--- config.mk ---
export PLATFORM = sky130hd
export DESIGN_NAME = dmem_arbiter
export DESIGN_NICKNAME = d
export VERILOG_FILES = /design/src/rtl/dmem_arbiter.sv
export SDC_FILE = /design/constraint.sdc
export NUM_CORES = 1
export LEC_CHECK = 0
export CAP_MARGIN = 40
export CORE_AREA = 2 2 123 125
export DETAILED_ROUTE_END_ITERATION = 12
export DIE_AREA = 0 0 125 127
export PLACE_DENSITY_LB_ADDON = 0.2
export SLEW_MARGIN = 20
export SYNTH_ARGS = -nofsm -noshare
export SYNTH_HDL_FRONTEND = slang
export SYNTH_SLANG_ARGS = --single-unit
--- constraint.sdc ---
create_clock -name clk -period 2.82 [get_ports clk]
set_clock_uncertainty 0.15 [all_clocks]
set_input_delay 0.564 -clock clk [delete_from_list [all_inputs] [get_ports clk]]
set_output_delay 0.564 -clock clk [all_outputs]
set_load 0.03 [all_outputs]
--- src/rtl/dmem_arbiter.sv ---
// Round-robin arbiter sharing one synchronous data memory port
// between the core load/store path (c_*) and a debug/loader port (d_*).
module dmem_arbiter #(
  parameter  int ADDR_WIDTH = 32,
  parameter  int DATA_WIDTH = 32,
  localparam int BE_WIDTH   = DATA_WIDTH / 8
) (
  input  logic                  clk,
  input  logic                  reset,
  input  logic                  c_req_valid,
  output logic                  c_req_ready,
  input  logic                  c_req_we,
  input  logic [ADDR_WIDTH-1:0] c_req_addr,
  input  logic [DATA_WIDTH-1:0] c_req_wdata,
  input  logic [BE_WIDTH-1:0]   c_req_be,
  output logic                  c_rsp_valid,
  output logic [DATA_WIDTH-1:0] c_rsp_rdata,
  input  logic                  d_req_valid,
  output logic                  d_req_ready,
  input  logic                  d_req_we,
  input  logic [ADDR_WIDTH-1:0] d_req_addr,
  input  logic [DATA_WIDTH-1:0] d_req_wdata,
  input  logic [BE_WIDTH-1:0]   d_req_be,
  output logic                  d_rsp_valid,
  output logic [DATA_WIDTH-1:0] d_rsp_rdata,
  output logic                  m_en,
  output logic                  m_we,
  output logic [ADDR_WIDTH-1:0] m_addr,
  output logic [DATA_WIDTH-1:0] m_wdata,
  output logic [BE_WIDTH-1:0]   m_be,
  input  logic [DATA_WIDTH-1:0] m_rdata
);

  typedef enum logic {
    IDLE,
    RD_WAIT
  } state_t;

  state_t state_q, state_d;
  logic   rr_q, rr_d;
  logic   owner_q, owner_d;
  logic   gnt_c, gnt_d;

  always_ff @(posedge clk) begin
    if (reset) begin
      state_q <= IDLE;
      rr_q    <= 1'b0;
      owner_q <= 1'b0;
    end else begin
      state_q <= state_d;
      rr_q    <= rr_d;
      owner_q <= owner_d;
    end
  end

  // Outputs are forced quiet while reset is high so a read caught
  // mid-flight never leaks a response pulse.
  always_comb begin
    state_d     = state_q;
    rr_d        = rr_q;
    owner_d     = owner_q;
    gnt_c       = 1'b0;
    gnt_d       = 1'b0;
    c_req_ready = 1'b0;
    d_req_ready = 1'b0;
    c_rsp_valid = 1'b0;
    d_rsp_valid = 1'b0;
    c_rsp_rdata = '0;
    d_rsp_rdata = '0;
    m_en        = 1'b0;
    m_we        = 1'b0;
    m_addr      = '0;
    m_wdata     = '0;
    m_be        = '0;
    if (!reset) begin
      unique case (state_q)
        IDLE: begin
          gnt_c = c_req_valid && (!d_req_valid || !rr_q);
          gnt_d = d_req_valid && !gnt_c;
          c_req_ready = gnt_c;
          d_req_ready = gnt_d;
          if (gnt_c) begin
            m_we    = c_req_we;
            m_addr  = c_req_addr;
            m_wdata = c_req_wdata;
            m_be    = c_req_be;
          end else if (gnt_d) begin
            m_we    = d_req_we;
            m_addr  = d_req_addr;
            m_wdata = d_req_wdata;
            m_be    = d_req_be;
          end
          if (gnt_c || gnt_d) begin
            m_en = 1'b1;
            rr_d = !gnt_d;
            if (!m_we) begin
              owner_d = gnt_d;
              state_d = RD_WAIT;
            end
          end
        end
        RD_WAIT: begin
          state_d = IDLE;
          if (owner_q) begin
            d_rsp_valid = 1'b1;
            d_rsp_rdata = m_rdata;
          end else begin
            c_rsp_valid = 1'b1;
            c_rsp_rdata = m_rdata;
          end
        end
      endcase
    end
  end

endmodule

==> flow_summary.toml <==
[pwr]
pwr-share-seq_pct = 4.8
switching_power_w = 0.0003891
comb_power_share_pct = 74.2
swShare_pct = 36.37
p_int_w = 0.0006807
p_leak_nw = 2.168
ir_worst_vdd_uv = 208.7
powerDensity_nw_per_um2 = 226.8
clockPowerShare_pct = 21.0

[clock_tree]
cts_tree = "done"
clock_sinks = 3
cts_buffer_depth = 2
htreeDepth = 1
clock_latency_ns = 0.22
root_buffer = "clkbuf_16"
cts_made_buffers = 3
postCtsSetupBuffers = 0
clk_pin_slew_worst_paths_ns = 0.03

[logic_synthesis]
syn_area_um2 = 1328
synth_top_flop_cell = "dfxtp_1"
netlist_instances = 179
yosysSeqAreaShare_pct = 4.524
synth-edff-count = 0
ys_warn_count = 0
ys_seq_elements = 3
syn_area_per_cell_um2 = 7.416
synthArstFlopShare_pct = 0
synth_nets = 353
ys_types = 22

[die]
initial_core_util_pct = 9.204
die_w_um = 125
die_h_um = 127
dieArea_um2 = 15880
ios = 312
rows = 44
core_um2 = 14420

[timing]
hold_violations = 0
max_freq_mhz = 367.0
timing.final.ws_setup_ns = 0.09490
tightest_slew_ns = 0.4506
finalSetupViolations = 0
drv_slew = 0
fin_crit_sh_pct = 96.63
rsz0062_at_grt = "true"
finalCriticalPeriod_ns = 2.725
relSlewSlack_pct = 69.92

[worst_setup_path]
cp_top_family = "buffers and inverters"
crit_chain = "dlygate4sd2_1 > a21bo_2 > nor3_4 > bufbuf_16 > buf_12 > a22o_1 > buf_4"
critical_path_class = "in -> out"
cpPeakStageDelay_ns = 0.31
arrival_ns = 2.01
slowest_stage = "bufbuf_16"
path_buf_inv = 4
start_kind = "primary input"
crit_fanout = 13
worstSetupEndpointType = "primary output"
critPathRequiredTime_ns = 2.11

[grt]
grt_pass1_wl_mm = 14.43
grt_max_degree = 34
grt_antenna_before_repair = 0
grt_usage_pct = 11.32
grt_overflow_total = 0
grt_pass1_vias = 2588

[routing]
drt-total-wl_mm = 10.02
routedWlPerCell_um = 14.76
vias_per_cell = 3.938
dr.pass1.iters = 6
drt_iter0_markers = 74
drtAntennaViolNets = 0
via_count = 2674
post-route-drc-count = 0

[min_path]
hold_path_class = "reg -> reg"

[run_status]
status = "complete, no violations"

[cells_and_area]
drive_above_1_share_pct = 34.14
final_cell_mix = "clkdlybuf4s50_1, buf_4, a22o_1, and2_1, buf_12"
fin_area_um2 = 4717
layout.nets = 670
antenna_cells = 0
synthToLayoutAreaGrowth_pct = 255.3
final_common_cell = "clkdlybuf4s50_1"

[placed_design]
gp_congestion = 0.8304
placed_area_um2 = 4601
io_buffers = 311
place_hpwl_mm = 8.448
place_ws_ns = -0.07565

[run]
drv_cap = 0
## per-stage QoR
stage          hold slack [ns]  cells  util (%)  power (W)  TNS [ns]
3_3_place_gp            0.3363    674     31.90  0.0008414   -0.5693
2_1_floorplan           0.3238    179         -  0.0003696         0
6_report                0.3600    679     32.70   0.001070         0
5_1_grt                 0.3961    679     32.70   0.001125  -0.03316
3_5_place_dp            0.3611    674     31.90  0.0008424   -0.9622
4_1_cts                 0.3668    679     32.70   0.001083   -0.2180
## final timing paths
path | start | endpoint | slack, ns | cells past startpoint
setup / recovery | c_req_valid | m_wdata[19] | 0.09 | 7
hold / removal | owner_q | owner_q | 0.36 | 2
setup reg to reg | rr_q | owner_q | 1.38 | 5
hold reg to reg | owner_q | owner_q | 0.36 | 2
## routing by layer
metal	up-vias	GRT usage [%]	wire [um]
met5	-	0	0
met4	0	0.9804	22
met3	2	3.350	949
met2	168	22.35	5521
met1	1193	12.34	3528
li1	1311	-	-
## registers in the layout (all words and copies together), names as in the netlist
| signal | flops |
|---|---|
| rr_q | 1 |
| state_q | 1 |
| owner_q | 1 |
## power by group through the flow
stage                     Sequential [W]  Combinational, W  Clock, W
after floorplan                0.0000488          0.000321         0
after global placement         0.0000519          0.000789         0
after detailed placement       0.0000519          0.000791         0
after CTS                      0.0000513          0.000802  0.000229
after global routing           0.0000521          0.000837  0.000236
final                          0.0000513          0.000794  0.000224
## kinds of logic (layout without fill, tap and decap cells)
kind of cell | after synthesis | after routing | synth area share, %
simple gates | 80 | 80 | 38.74
compound gates | 74 | 74 | 48.07
buf+inv | 22 | 338 | 8.671
flops | 3 | 3 | 4.524
## worst reg2reg max path, delay by kind of cell (launching register included)
| family | cells | cell delay, ns |
|---|---|---|
| buf+inv | 1 | 0.15 |
| flops | 1 | 0.36 |
| simple gates | 3 | 0.56 |
| compound gates | 1 | 0.14 |
## cell usage after synthesis (all sizes together) (2+ instances only)
cell type	count	area share, %
dfxtp	3	4.5
nor3	4	3.2
buf	18	7.5
nor2	2	0.57
nor2b	2	0.94
a22o	68	45
nand2	2	0.57
clkbuf	4	1.1
nand3	2	0.75
and2	64	30
## timing repair
action	4_1_cts	5_1_grt
setup endpoints to repair	59	16
hold buffers	0	0
cloned	1	0
pin swaps	2	1
gates resized for setup	4	0
## area by class of cell
| type | count | area (um2) |
|---|---|---|
| multi-input combinational | 154 | 1161 |
| sequential | 3 | 60.06 |
| tap | 184 | 230.2 |
| clock buffer | 4 | 78.83 |
| fill | 1529 | 9707 |
| timing repair buffer | 334 | 3187 |
(Power assumes the default switching activity.)
